**config.mk**
```make
export PLATFORM = sky130hd
export DESIGN_NAME = id_issue_stage_flat
export DESIGN_NICKNAME = d
export VERILOG_FILES = /design/src/rtl/rv32i_pkg.sv /design/src/rtl/id_issue_stage_if.sv /design/src/rtl/rv32i_imm_gen.sv /design/src/rtl/id_issue_stage.sv /design/src/flat_wrapper.sv
export SDC_FILE = /design/constraint.sdc
export NUM_CORES = 1
export LEC_CHECK = 0
export ABC_AREA = 1
export BUFFER_PORTS_ARGS = -buffer_cell sky130_fd_sc_hd__buf_2
export CAP_MARGIN = 25
export CORE_ASPECT_RATIO = 0.8
export CORE_MARGIN = 1.5
export CORE_UTILIZATION = 40
export CTS_BUF_LIST = sky130_fd_sc_hd__clkbuf_4 sky130_fd_sc_hd__clkbuf_8
export DETAILED_ROUTE_END_ITERATION = 8
export PLACE_DENSITY = 0.79
export SLEW_MARGIN = 5
export SYNTH_ARGS = -nofsm -noshare
export SYNTH_HDL_FRONTEND = slang
export SYNTH_SLANG_ARGS = --single-unit
```
**constraint.sdc**
```tcl
create_clock -name clk -period 7.15 [get_ports clk]
set_clock_uncertainty 0.2 [all_clocks]
set_input_delay 1.43 -clock clk [delete_from_list [all_inputs] [get_ports clk]]
set_output_delay 1.43 -clock clk [all_outputs]
set_load 0.02 [all_outputs]
```
**src/rtl/rv32i_pkg.sv**
```systemverilog
// RV32I decode constants and helpers shared by the ID/issue stage.
// Opcode values, instruction field layout, immediate-format selection.
package rv32i_pkg;

  localparam int DATA_W = 32;

  localparam logic [6:0] OP     = 7'h33;
  localparam logic [6:0] OP_IMM = 7'h13;
  localparam logic [6:0] LOAD   = 7'h03;
  localparam logic [6:0] STORE  = 7'h23;
  localparam logic [6:0] BRANCH = 7'h63;
  localparam logic [6:0] JAL    = 7'h6F;
  localparam logic [6:0] JALR   = 7'h67;
  localparam logic [6:0] LUI    = 7'h37;
  localparam logic [6:0] AUIPC  = 7'h17;

  localparam int OPC_LSB = 0;
  localparam int RD_LSB  = 7;
  localparam int F3_LSB  = 12;
  localparam int RS1_LSB = 15;
  localparam int RS2_LSB = 20;
  localparam int F7_LSB  = 25;

  localparam logic [DATA_W-1:0] NOP = 32'h0000_0013;

  // Field order matches the bit positions above, MSB first.
  typedef struct packed {
    logic [6:0] funct7;
    logic [4:0] rs2;
    logic [4:0] rs1;
    logic [2:0] funct3;
    logic [4:0] rd;
    logic [6:0] opcode;
  } instr_fields_t;

  typedef enum logic [2:0] {
    FMT_NONE,
    FMT_I,
    FMT_S,
    FMT_B,
    FMT_U,
    FMT_J
  } imm_fmt_e;

  function automatic imm_fmt_e imm_fmt(input logic [6:0] opc);
    imm_fmt_e fmt;
    fmt = FMT_NONE;
    case (opc)
      OP_IMM, LOAD, JALR: fmt = FMT_I;
      STORE:              fmt = FMT_S;
      BRANCH:             fmt = FMT_B;
      LUI, AUIPC:         fmt = FMT_U;
      JAL:                fmt = FMT_J;
      default:            fmt = FMT_NONE;
    endcase
    return fmt;
  endfunction

  function automatic logic opc_legal(input logic [6:0] opc);
    return opc inside {OP, OP_IMM, LOAD, STORE, BRANCH, JAL, JALR, LUI, AUIPC};
  endfunction

endpackage

```
**src/rtl/id_issue_stage_if.sv**
```systemverilog
// ID/EX issue bundle: master is the issue stage, slave is the EX stage.
interface id_issue_stage_if;
  import rv32i_pkg::*;

  logic              issue_valid;
  logic [DATA_W-1:0] pc;
  logic [DATA_W-1:0] pc4;
  logic [DATA_W-1:0] data1;
  logic [DATA_W-1:0] data2;
  logic [6:0]        funct7;
  logic [2:0]        funct3;
  logic [4:0]        rd;
  logic [6:0]        opcode;
  logic [DATA_W-1:0] imm;
  logic              wr_reg_n;
  logic              illegal;

  modport master (
    output issue_valid, pc, pc4, data1, data2, funct7, funct3,
           rd, opcode, imm, wr_reg_n, illegal
  );

  modport slave (
    input issue_valid, pc, pc4, data1, data2, funct7, funct3,
          rd, opcode, imm, wr_reg_n, illegal
  );

endinterface

```
**src/rtl/rv32i_imm_gen.sv**
```systemverilog
// Combinational RV32I immediate generator for I/S/B/U/J formats.
module rv32i_imm_gen
  import rv32i_pkg::*;
(
  input  logic [DATA_W-1:0] instr,
  output logic [DATA_W-1:0] imm
);

  logic signed [DATA_W-1:0] imm_s;

  always_comb begin
    imm_s = '0;
    case (imm_fmt(instr[6:0]))
      FMT_I:   imm_s = {{20{instr[31]}}, instr[31:20]};
      FMT_S:   imm_s = {{20{instr[31]}}, instr[31:25], instr[11:7]};
      FMT_B:   imm_s = {{19{instr[31]}}, instr[31], instr[7], instr[30:25], instr[11:8], 1'b0};
      FMT_U:   imm_s = {instr[31:12], 12'h000};
      FMT_J:   imm_s = {{11{instr[31]}}, instr[31], instr[19:12], instr[20], instr[30:21], 1'b0};
      default: imm_s = '0;
    endcase
  end

  assign imm = imm_s;

endmodule

```
**src/rtl/id_issue_stage.sv**
```systemverilog
// Decode/issue stage with a per-register pending-write scoreboard (RAW stalls, no forwarding).
// Optional macro ID_WB_BYPASS_EN: a source whose last writer is in WB this cycle is taken from wb_data.
module id_issue_stage
  import rv32i_pkg::*;
#(
  parameter int PEND_W = 2
) (
  input  logic              clk,
  input  logic              rst,
  input  logic              if_valid,
  input  logic [DATA_W-1:0] if_pc,
  input  logic [DATA_W-1:0] if_instr,
  output logic              id_ready,
  input  logic              flush,
  output logic [4:0]        rs1_addr,
  output logic [4:0]        rs2_addr,
  input  logic [DATA_W-1:0] rs1_data,
  input  logic [DATA_W-1:0] rs2_data,
  id_issue_stage_if.master  iss,
  input  logic              wb_wr_reg_n,
  input  logic [4:0]        wb_rd,
  input  logic [DATA_W-1:0] wb_data,
  input  logic              ex_kill,
  input  logic [4:0]        ex_kill_rd
);

  localparam logic [PEND_W-1:0] PEND_MAX = '1;
  localparam logic [PEND_W-1:0] PEND_ONE = PEND_W'(1);

  logic              held_valid_q, held_valid_d;
  logic [DATA_W-1:0] held_pc_q, held_pc_d;
  logic [DATA_W-1:0] held_instr_q, held_instr_d;
  logic [PEND_W-1:0] pend_q [32];
  logic [PEND_W-1:0] pend_d [32];

  instr_fields_t     f;
  logic [DATA_W-1:0] imm_w;
  logic              legal, rs1_used, rs2_used, writes;
  logic              wb_hit1, wb_hit2;
  logic              rs1_ready, rs2_ready, wr_full;
  logic              stall, issue;
  logic [DATA_W-1:0] data1_v, data2_v;
  logic              sb_ok;

  // Counter update: all same-cycle events add up; wraps only on illegal use (caught by sb_ok).
  function automatic logic [PEND_W-1:0] pend_next(input logic [PEND_W-1:0] cnt,
                                                  input logic inc, input logic dec_a,
                                                  input logic dec_b);
    return cnt + PEND_W'(inc) - PEND_W'(dec_a) - PEND_W'(dec_b);
  endfunction

  function automatic logic pend_ok(input logic [PEND_W-1:0] cnt, input logic inc,
                                   input logic dec_a, input logic dec_b);
    int sum;
    sum = int'(cnt) + int'(inc) - int'(dec_a) - int'(dec_b);
    return (sum >= 0) && (sum <= int'(PEND_MAX));
  endfunction

  assign f = held_instr_q;

  rv32i_imm_gen u_imm_gen (
    .instr (held_instr_q),
    .imm   (imm_w)
  );

  always_comb begin
    legal    = opc_legal(f.opcode);
    rs1_used = legal && !(f.opcode inside {LUI, AUIPC, JAL});
    rs2_used = f.opcode inside {OP, STORE, BRANCH};
    writes   = (f.opcode inside {OP, OP_IMM, LOAD, LUI, AUIPC, JAL, JALR}) && (f.rd != 5'd0);
  end

`ifdef ID_WB_BYPASS_EN
  assign wb_hit1 = !wb_wr_reg_n && (wb_rd == f.rs1) && (f.rs1 != 5'd0);
  assign wb_hit2 = !wb_wr_reg_n && (wb_rd == f.rs2) && (f.rs2 != 5'd0);
  assign data1_v = wb_hit1 ? wb_data : rs1_data;
  assign data2_v = wb_hit2 ? wb_data : rs2_data;
`else
  logic unused_wb_data;
  assign unused_wb_data = ^wb_data;
  assign wb_hit1 = 1'b0;
  assign wb_hit2 = 1'b0;
  assign data1_v = rs1_data;
  assign data2_v = rs2_data;
`endif

  // A source is ready once its last pending writer is retiring (bypass) or none remain.
  always_comb begin
    rs1_ready = !rs1_used || (f.rs1 == 5'd0) || (pend_q[f.rs1] == '0) ||
                (wb_hit1 && (pend_q[f.rs1] == PEND_ONE));
    rs2_ready = !rs2_used || (f.rs2 == 5'd0) || (pend_q[f.rs2] == '0) ||
                (wb_hit2 && (pend_q[f.rs2] == PEND_ONE));
    wr_full   = writes && (pend_q[f.rd] == PEND_MAX);
    stall     = held_valid_q && (!rs1_ready || !rs2_ready || wr_full);
    issue     = held_valid_q && !stall && !flush;
    id_ready  = !held_valid_q || issue || flush;
  end

  always_comb begin
    held_valid_d = held_valid_q;
    held_pc_d    = held_pc_q;
    held_instr_d = held_instr_q;
    if (if_valid && id_ready) begin
      held_valid_d = 1'b1;
      held_pc_d    = if_pc;
      held_instr_d = if_instr;
    end else if (issue || flush) begin
      held_valid_d = 1'b0;
    end
  end

  always_comb begin
    sb_ok     = 1'b1;
    pend_d[0] = '0;
    for (int r = 1; r < 32; r++) begin
      pend_d[r] = pend_next(pend_q[r], issue && writes && (f.rd == 5'(r)),
                            !wb_wr_reg_n && (wb_rd == 5'(r)),
                            ex_kill && (ex_kill_rd == 5'(r)));
      sb_ok     = sb_ok && pend_ok(pend_q[r], issue && writes && (f.rd == 5'(r)),
                                   !wb_wr_reg_n && (wb_rd == 5'(r)),
                                   ex_kill && (ex_kill_rd == 5'(r)));
    end
  end

  always_ff @(posedge clk) begin
    if (rst) begin
      held_valid_q <= 1'b0;
      for (int r = 0; r < 32; r++) pend_q[r] <= '0;
    end else begin
      held_valid_q <= held_valid_d;
      for (int r = 0; r < 32; r++) pend_q[r] <= pend_d[r];
    end
  end

  // Holding register payload is qualified by held_valid_q and needs no reset.
  always_ff @(posedge clk) begin
    held_pc_q    <= held_pc_d;
    held_instr_q <= held_instr_d;
  end

  sb_range_a: assert property (@(posedge clk) disable iff (rst) sb_ok);

  assign rs1_addr        = f.rs1;
  assign rs2_addr        = f.rs2;
  assign iss.issue_valid = issue;
  assign iss.pc          = held_pc_q;
  assign iss.pc4         = held_pc_q + 32'd4;
  assign iss.data1       = data1_v;
  assign iss.data2       = data2_v;
  assign iss.funct7      = f.funct7;
  assign iss.funct3      = f.funct3;
  assign iss.rd          = f.rd;
  assign iss.opcode      = f.opcode;
  assign iss.imm         = imm_w;
  assign iss.wr_reg_n    = !(issue && writes);
  assign iss.illegal     = held_valid_q && !legal;

endmodule

```
**src/flat_wrapper.sv**
```systemverilog
// flat-port wrapper written by rule: the top's interface ports become plain ports
module id_issue_stage_flat import rv32i_pkg::*;
#(
  parameter int PEND_W = 2
)
  (clk, rst, if_valid, if_pc, if_instr, id_ready, flush, rs1_addr, rs2_addr, rs1_data, rs2_data, wb_wr_reg_n, wb_rd, wb_data, ex_kill, ex_kill_rd, iss_issue_valid, iss_pc, iss_pc4, iss_data1, iss_data2, iss_funct7, iss_funct3, iss_rd, iss_opcode, iss_imm, iss_wr_reg_n, iss_illegal);
  id_issue_stage_if iss_i ();
  input  logic clk;
  input  logic rst;
  input  logic if_valid;
  input  logic [DATA_W-1:0] if_pc;
  input  logic [DATA_W-1:0] if_instr;
  output logic id_ready;
  input  logic flush;
  output logic [4:0] rs1_addr;
  output logic [4:0] rs2_addr;
  input  logic [DATA_W-1:0] rs1_data;
  input  logic [DATA_W-1:0] rs2_data;
  input  logic wb_wr_reg_n;
  input  logic [4:0] wb_rd;
  input  logic [DATA_W-1:0] wb_data;
  input  logic ex_kill;
  input  logic [4:0] ex_kill_rd;
  output wire logic [$bits(iss_i.issue_valid)-1:0] iss_issue_valid;
  output wire logic [$bits(iss_i.pc)-1:0] iss_pc;
  output wire logic [$bits(iss_i.pc4)-1:0] iss_pc4;
  output wire logic [$bits(iss_i.data1)-1:0] iss_data1;
  output wire logic [$bits(iss_i.data2)-1:0] iss_data2;
  output wire logic [$bits(iss_i.funct7)-1:0] iss_funct7;
  output wire logic [$bits(iss_i.funct3)-1:0] iss_funct3;
  output wire logic [$bits(iss_i.rd)-1:0] iss_rd;
  output wire logic [$bits(iss_i.opcode)-1:0] iss_opcode;
  output wire logic [$bits(iss_i.imm)-1:0] iss_imm;
  output wire logic [$bits(iss_i.wr_reg_n)-1:0] iss_wr_reg_n;
  output wire logic [$bits(iss_i.illegal)-1:0] iss_illegal;
  assign iss_issue_valid = iss_i.issue_valid;
  assign iss_pc = iss_i.pc;
  assign iss_pc4 = iss_i.pc4;
  assign iss_data1 = iss_i.data1;
  assign iss_data2 = iss_i.data2;
  assign iss_funct7 = iss_i.funct7;
  assign iss_funct3 = iss_i.funct3;
  assign iss_rd = iss_i.rd;
  assign iss_opcode = iss_i.opcode;
  assign iss_imm = iss_i.imm;
  assign iss_wr_reg_n = iss_i.wr_reg_n;
  assign iss_illegal = iss_i.illegal;
  id_issue_stage #(.PEND_W(PEND_W)) u_core (.clk(clk), .rst(rst), .if_valid(if_valid), .if_pc(if_pc), .if_instr(if_instr), .id_ready(id_ready), .flush(flush), .rs1_addr(rs1_addr), .rs2_addr(rs2_addr), .rs1_data(rs1_data), .rs2_data(rs2_data), .iss(iss_i), .wb_wr_reg_n(wb_wr_reg_n), .wb_rd(wb_rd), .wb_data(wb_data), .ex_kill(ex_kill), .ex_kill_rd(ex_kill_rd));
endmodule
```
==> metrics.yaml, run 1 <==
floorplanning:
  ios: 372
  start_util_pct: 40.56
  die_width_um: 174.7
  std_cell_rows: 50
  dieArea_um2: 24530
  core_area_um2: 23270
  die_height_um: 140.4
finish:
  stdcell_count: 1686
  fin_nets: 1600
  syn2layout_area_growth_pct: 13.18
  antenna_cells: 0
  drive_above_1_share_pct: 20.45
timing:
  final_max_slew_viol_count: 0
  finalHoldViolCount: 0
  finalCriticalPeriod_ns: 4.927
  grt_setup_unrepaired: "false"
  fmax_mhz: 203.0
  fin_ws_ns: 2.223
  finalSetupTns_ns: 0
  relSlewSlack_pct: 42.73
  worstMarginPinSlew_ns: 0.8590
  finalCritPeriodShare_pct: 68.91
  setup_violations: 0
detailed_routing:
  wl_per_cell_um: 19.15
  via_count: 8962
  wirelength_mm: 32.28
  routed_via_density: 5.316
  drcViolationCount: 0
  ant_nets: 0
  drt-pass1-iter-count: 5
  drtIter0Drc: 1011
worst_setup_path:
  rr_worst_depth: 17
  required_ns: 5.52
  start_kind: "flop"
  path_cells: "inv_2 -> nor2_2 -> o21ai_0 -> nand3_1 -> nand3_1 -> nand3_1 -> nand2_1 -> nand2_1 -> nand2_1 -> nor2_2 -> nand2_2 -> nor2_4 -> inv_1 -> buf_2"
  reg2reg_setup_slack_ns: 2.70
  r2r-end: "u_core.pend_q[15][1]"
  cp-end-kind: "output pin"
  criticalPathCategory: "reg -> out"
  critPathMaxFanout: 15
  cpPeakStageDelay_ns: 0.70
  critPathSlowestCell: "dfxtp_1"
  crit_arrival_ns: 3.30
synthesis:
  seq_area_frac_synth_pct: 36.90
  ys_ff_latch: 142
  synthesis.nets: 1454
  syn_area_per_cell_um2: 7.769
  ys_warn_count: 0
  synth_top_cells_by_count: "199 x nand2_1, 179 x nor2_1, 163 x inv_1"
  synth_top_cell_area_share_pct: 20.36
  async_reset_ff_share_pct: 0
  syn_area_um2: 9439
  synth_edf_count: 64
  synthCells: 1215
  yosys.cell_types.count: 38
  yosys-top-cells-area: "edfxtp_1 20%, dfxtp_1 17%, nand2_1 7.9%"
  yosysTopAreaCell: "edfxtp_1"
  yosys_most_used_dff: "dfxtp_1"
  yosysMostFrequentCell: "nand2_1"
global_route:
  gr-total-overflow: 0
  grtUsageTotal_pct: 25.90
  grt_pass1_wl_mm: 47.95
  grt_max_degree: 65
  antenna_found_initial: 1
  grt_pass1_vias: 8100
clock_network:
  cts.clk_slew.worst_paths_ns: 0.09
  postCtsResizedCells: 0
  cts.sinks: 142
  postCtsSetupBuffers: 0
  insertion_delay_ns: 0.48
  holdBufCountCts: 0
  htree_levels: 4
  clock_path_buffers: 2
  tritoncts: "built"
  cts_made_buffers: 17
  cts_root_buf: "clkbuf_8"
place:
  dp_cells: 1654
  io_buffers: 211
  pre_cts_slack_ns: 2.786
  hpwlAfterDp_mm: 25.69
  place.gp.congestion: 0.9893
min_path:
  hp-class: "reg -> reg"
  min_path_cells: 2
  hp-start: "u_core.f[17]"
pwr:
  p_leak_nw: 5.112
  vdd_drop_max_mv: 0.1027
  power.density_nw_per_um2: 178.7
run_status:
  status: "finished, final reports clean"
flow_run:
  cap_violations: 0
==> stage by stage <==
step	hold slack [ns]	area, µm²	utilization (%)	total power [W]
2_1_floorplan	0.2995	9439	-	0.001184
3_3_place_gp	0.2737	10290	44.23	0.001252
5_1_grt	0.3507	10680	45.90	0.001973
4_1_cts	0.2983	10680	45.90	0.001909
6_report	0.3029	10680	45.90	0.001909
3_5_place_dp	0.2745	10290	44.23	0.001258
==> report_power, final <==
group | total, W | internal [W] | switching (W)
logic | 0.000306 | 0.0000967 | 0.000210
registers | 0.000941 | 0.000890 | 0.0000513
clock network | 0.000662 | 0.000269 | 0.000393
total | 0.00191 | 0.00125 | 0.000654
==> layout make-up <==
cell class	instances	area, µm²
fill	2350	12590
multi-input combinational	817	4711
sequential	142	3483
timing repair buffer	213	1071
inverter	170	638.1
tap	312	390.4
clock buffer	18	247.7
clock inverter	14	141.4
==> worst max path at each step <==
stage / from / to / slack, ns / depth (start not counted)
3_3_place_gp: wb_rd[4] / u_core.pend_q[1][1] / 2.82 / 10
5_1_grt: flop / iss_wr_reg_n / 2.01 / 14
2_1_floorplan: u_core.iss.pc[2] / iss_pc4[28] / 3.37 / 9
3_5_place_dp: wb_rd[4] / u_core.pend_q[1][1] / 2.79 / 10
6_report: flop / iss_wr_reg_n / 2.22 / 14
4_1_cts: flop / iss_wr_reg_n / 2.28 / 14
==> critical path: cells and delay by family (launching register included) <==
kind | cells | cell delay, ns
AOI/OAI and AO/OA | 1 | 0.15
and+or+nand+nor | 10 | 1.46
buffers and inverters | 3 | 0.50
DFF | 1 | 0.70
==> cell families (layout without fill, tap and decap cells) <==
group           after synthesis  in the layout  share of synthesized area (%)
compound gates               81             81                          4.441
flops                       142            142                          36.90
simple gates                611            611                          28.90
buf+inv                     256            415                          13.19
fa+ha+maj                    63             63                          10.82
xor+xnor                     62             62                          5.753
==> routing by layer <==
layer / track usage, % / part of all wire [%] / routed length, µm / vias up
met2: 39.01 / 44 / 14080 / 556
met3: 7.003 / 10 / 3314 / 81
met1: 36.56 / 44 / 14140 / 4188
li1: - / - / - / 4137
met4: 6.793 / 2.3 / 748 / 0
met5: 0 / 0 / 0 / -
==> cells in the final DEF, fill, tap and decap left out, drive strengths merged, types with 14 or more instances in the layout <==
master,netlist,routed
buf,75,213
nand2,202,202
nor2,185,185
inv,169,178
nand3,138,138
dfxtp,78,78
edfxtp,64,64
o21ai,49,49
xor2,48,48
nor3,36,36
ha,32,32
fa,31,31
a21oi,26,26
clkbuf,11,18
nand4,18,18
nor3b,15,15
xnor2,14,14
Power figures use the tool's default switching activity.
==> run 2, diff against run 1 <==
==> constraint.sdc (replaced) <==
create_clock -name clk -period 4.7 [get_ports clk]
set_clock_uncertainty 0.2 [all_clocks]
set_input_delay 0.94 -clock clk [delete_from_list [all_inputs] [get_ports clk]]
set_output_delay 0.94 -clock clk [all_outputs]
set_load 0.02 [all_outputs]
==> run 2 against run 1 <==
Compared with the run above:
- core utilization up 0.16 points
- sequential share of layout area down 0.11 points
- sequential cell count unchanged
- critical path type unchanged
==> metrics.yaml, run 2 (synthesized netlist as in run 1, its figures left out) <==
place:
  place.gp.congestion: 0.9483
  dp_cells: 1659
  io_buffers: 211
  hpwlAfterDp_mm: 25.83
worst_setup_path:
  reg2reg_setup_slack_ns: 0.70
  criticalPathCategory: "reg -> out"
  r2r-end: "u_core.pend_q[4][1]"
  start_kind: "flop"
  crit_arrival_ns: 3.12
  rr_worst_depth: 19
  critPathMaxFanout: 4
  cp-end-kind: "output pin"
  required_ns: 3.56
finish:
  drive_above_1_share_pct: 20.74
  final_cell_mix: "211 x buf_2, 199 x nand2_1, 179 x nor2_1, 162 x inv_1, 135 x nand3_1"
  stdcell_count: 1691
  antenna_cells: 0
  fin_nets: 1605
  final_common_cell: "buf_2"
  fill_cells: 2344
  syn2layout_area_growth_pct: 13.56
global_route:
  grt_pass1_wl_mm: 46.39
  grt_pass1_vias: 7984
  antenna_found_initial: 0
  grt_max_degree: 56
  gr-total-overflow: 0
  grtUsageTotal_pct: 25.25
timing:
  relSlewSlack_pct: 57.36
  finalHoldViolCount: 0
  finalCriticalPeriod_ns: 4.264
  worstMarginPinSlew_ns: 0.6373
  whs_ns: 0.3008
  final_max_slew_viol_count: 0
  fmax_mhz: 234.5
  grt_setup_unrepaired: "false"
  finalSetupTns_ns: 0
  finalCritPeriodShare_pct: 90.73
  setup_violations: 0
detailed_routing:
  wl_per_cell_um: 18.70
  wl_met2_mm: 13.83
  drtIter0Drc: 1028
  ant_nets: 0
  routed_via_density: 5.249
  routed-wl-met3_mm: 3.677
  drcViolationCount: 0
  via_count: 8876
  top_layer_used: "met4"
  wirelength_mm: 31.62
  drt-pass1-iter-count: 5
  met1Wirelength_mm: 13.50
floorplanning:
  dieArea_um2: 24530
  die_width_um: 174.7
  start_util_pct: 40.56
  core_area_um2: 23270
  ios: 372
  die_height_um: 140.4
  std_cell_rows: 50
clock_network:
  postCtsResizedCells: 0
  cts_root_buf: "clkbuf_8"
  tritoncts: "built"
  holdBufCountCts: 0
  cts.clk_slew.worst_paths_ns: 0.09
  htree_levels: 4
  postCtsSetupBuffers: 0
  clock_path_buffers: 2
  cts.sinks: 142
  cts_made_buffers: 17
  insertion_delay_ns: 0.48
pwr:
  vdd_drop_max_mv: 0.1580
  p_leak_nw: 5.142
  power.density_nw_per_um2: 268.6
flow_run:
  cap_violations: 0
min_path:
  hp-class: "reg -> reg"
  hp-start: "u_core.f[17]"
  min_path_cells: 2
run_status:
  status: "finished, final reports clean"
-- run 2: changes by cell type in the layout (fill, tap and decap cells not counted), sizes merged --
cell      change
clkinv        +1
bufinv        +1
clkbuf        +1
clkinvlp      -1
inv           -2
buf           +5
-- run 2: final cells by class --
type                    count  area, µm²  area share [%]
well taps                 312      390.4           3.642
clock buffers              19      249.0           2.323
multi-input cells         817       4711           43.95
repair buffers            218       1121           10.46
inverters                 170      638.1           5.953
flip-flops and latches    142       3483           32.50
clock inverters            13      126.4           1.179
-- run 2: power by group --
group | switching [W] | internal, W
sequential | 0.0000727 | 0.00135
clock | 0.000543 | 0.000441
combinational | 0.000318 | 0.000151
total | 0.000934 | 0.00195
-- run 2: worst max-delay path by stage --
stage / startpoint / end / cells past startpoint
2_1_floorplan: u_core.f[4] / u_core.f[0] / 14
6_report: u_core.iss.pc[2] / iss_pc4[30] / 10
5_1_grt: u_core.iss.pc[2] / iss_pc4[30] / 10
3_3_place_gp: flop / u_core.pend_q[10][1] / 19
4_1_cts: u_core.iss.pc[2] / iss_pc4[30] / 10
3_5_place_dp: flop / u_core.pend_q[6][1] / 19
-- run 2: metrics by stage --
stage | setup slack, ns | power (W) | util, % | instance area [µm²]
after floorplan | 1.100 | 0.001801 | - | 9439
after CTS | 0.4984 | 0.002875 | 46.06 | 10720
after detailed placement | 0.8163 | 0.001912 | 44.45 | 10340
after global routing | 0.2945 | 0.002985 | 46.06 | 10720
after global placement | 0.8475 | 0.001905 | 44.45 | 10340
final | 0.4357 | 0.002879 | 46.06 | 10720
-- run 2: layer usage --
layer / global-route usage, % / up-vias
met5: 0 / -
met4: 6.748 / 0
met3: 8.523 / 72
met2: 37.87 / 494
met1: 34.65 / 4167
li1: - / 4143
-- run 2: critical path, stage by stage, from the launching register on --
cell      delay, ns
edfxtp_1       0.42
ha_1           0.21
nand3_1        0.14
nor2_1         0.23
nand4_1        0.21
nor2_1         0.26
nand3_1        0.23
nor2_1         0.21
nand3_1        0.12
xnor2_1        0.38
buf_2          0.25
==> run 3, diff against run 2 <==
==> constraint.sdc (replaced) <==
create_clock -name clk -period 4 [get_ports clk]
set_clock_uncertainty 0.2 [all_clocks]
set_input_delay 0.8 -clock clk [delete_from_list [all_inputs] [get_ports clk]]
set_output_delay 0.8 -clock clk [all_outputs]
set_load 0.02 [all_outputs]
==> run 3 against run 2 <==
Compared with the run above:
- critical path depth stayed put
- combinational power is 21% higher
- first-iteration DRC count is 2.2% lower
- core utilization is 0.73 points higher
- clock power is 17% higher
- cell count is 0.77% higher
- via count is 0.28% higher
==> metrics.yaml, run 3 (synthesized netlist as in run 1, its figures left out) <==
clock_network:
  clock_path_buffers: 2
  cts_root_buf: "clkbuf_8"
  insertion_delay_ns: 0.47
  cts.clk_slew.worst_paths_ns: 0.09
  htree_levels: 4
  holdBufCountCts: 0
  cts_made_buffers: 17
  cts.sinks: 142
  tritoncts: "built"
timing:
  whs_ns: 0.3003
  setup_violations: 0
  fmax_mhz: 261.8
  fin_ws_ns: 0.1797
  finalCritPeriodShare_pct: 95.51
  grt_setup_unrepaired: "true"
  finalSetupTns_ns: 0
  final_max_slew_viol_count: 0
  finalCriticalPeriod_ns: 3.820
  relSlewSlack_pct: 64.49
  worstMarginPinSlew_ns: 0.5327
  finalHoldViolCount: 0
finish:
  fin_nets: 1618
  final_core_util_pct: 46.79
  final_cell_mix: "211 x buf_2, 199 x nand2_1, 175 x nor2_1, 162 x inv_1, 134 x nand3_1"
  antenna_cells: 0
  drive_above_1_share_pct: 22.34
  final_common_cell: "buf_2"
  stdcell_count: 1704
  syn2layout_area_growth_pct: 15.36
  fill_cells: 2312
detailed_routing:
  via_count: 8901
  ant_nets: 0
  drcViolationCount: 0
  wirelength_mm: 31.57
  drt-pass1-iter-count: 7
  routed_via_density: 5.224
  drtIter0Drc: 1005
  wl_per_cell_um: 18.53
place:
  hpwlAfterDp_mm: 25.81
  place.gp.congestion: 0.9812
  pre_cts_slack_ns: 0.2316
  dp_cells: 1672
  io_buffers: 211
floorplanning:
  core_area_um2: 23270
  ios: 372
  die_width_um: 174.7
  std_cell_rows: 50
  dieArea_um2: 24530
  die_height_um: 140.4
  start_util_pct: 40.56
pwr:
  vdd_drop_max_mv: 0.1937
  power.density_nw_per_um2: 311.3
  p_leak_nw: 5.227
worst_setup_path:
  critPathMaxFanout: 4
  reg2reg_setup_slack_ns: 0.26
  criticalPathCategory: "reg -> out"
  rr_worst_depth: 16
  cp-end-kind: "output pin"
  r2r-end: "u_core.pend_q[18][1]"
  r2r-start: "u_core.f[0]"
  start_kind: "flop"
  crit_arrival_ns: 2.82
  required_ns: 3.00
global_route:
  grt_max_degree: 46
  grt_pass1_vias: 8169
  gr-total-overflow: 0
  grt_pass1_wl_mm: 46.90
  antenna_found_initial: 0
  grtUsageTotal_pct: 25.40
run_status:
  status: "finished, final reports clean"
min_path:
  holdPathEnd: "u_core.iss.pc[23]"
  min_path_cells: 1
  hp-start: "if_pc[23]"
  hp-class: "in -> reg"
flow_run:
  cap_violations: 0
run 3: cell count changes in the layout (fill, tap and decap cells not counted), moves of 3 or more:
| cell | delta |
|---|---|
| nor2_1 | -4 |
| nor3_2 | +3 |
| buf_4 | +12 |
| nor2_2 | +4 |
| nor3_1 | -3 |
run 3: layer usage:
| metal | up-vias | track usage, % | share of wire [%] |
|---|---|---|---|
| met2 | 496 | 37.93 | 44 |
| met5 | - | 0 | 0 |
| met4 | 0 | 7.602 | 2.3 |
| met1 | 4151 | 35.38 | 43 |
| met3 | 78 | 7.465 | 11 |
| li1 | 4176 | - | - |
run 3: report_power, final:
group / leakage, nW / total, W / switching (W) / internal [W]
logic: 3.76 / 0.000568 / 0.000381 / 0.000186
clock network: 0.200 / 0.00115 / 0.000639 / 0.000512
registers: 1.26 / 0.00167 / 0.0000810 / 0.00159
total: 5.23 / 0.00339 / 0.00110 / 0.00229
run 3: worst max path at each step:
stage	startpoint	to	slack, ns
finish	u_core.iss.pc[2]	iss_pc4[30]	0.18
global route	u_core.f[0]	iss_imm[26]	-0.04
floorplan	u_core.f[4]	u_core.f[0]	0.40
detailed placement	flop	u_core.pend_q[26][1]	0.23
CTS	u_core.iss.pc[2]	iss_pc4[30]	0.06
global placement	flop	u_core.pend_q[11][1]	0.24
run 3: repair_timing:
| item | in CTS | in global routing |
|---|---|---|
| endpoints found under the setup margin | 2 | 38 |
| resized for setup | 2 | 11 |
| buffers inserted | 0 | 0 |
run 3: worst max-delay path, cell delays in order, from the launching register on:
cell      delay [ns]
edfxtp_1        0.40
ha_1            0.21
nand3_1         0.16
nor2_2          0.18
nand4_1         0.22
nor2_2          0.20
nand3_1         0.20
nor2_2          0.17
nand3_1         0.13
xnor2_2         0.26
buf_2           0.22
run 3: metrics by stage:
step,cell area [µm²],total power [W]
6_report,10890,0.003390
5_1_grt,10890,0.003522
4_1_cts,10850,0.003396
3_5_place_dp,10450,0.002256
3_3_place_gp,10430,0.002246
2_1_floorplan,9439,0.002116
run 3: layout make-up:
cell class / instances / area [µm²] / share of cell area, %
clock inverter: 15 / 146.4 / 1.344
inverter: 170 / 638.1 / 5.860
clock buffer: 17 / 234.0 / 2.149
timing repair buffer: 231 / 1231 / 11.31
sequential: 142 / 3486 / 32.01
multi-input combinational: 817 / 4763 / 43.74
tap: 312 / 390.4 / 3.585
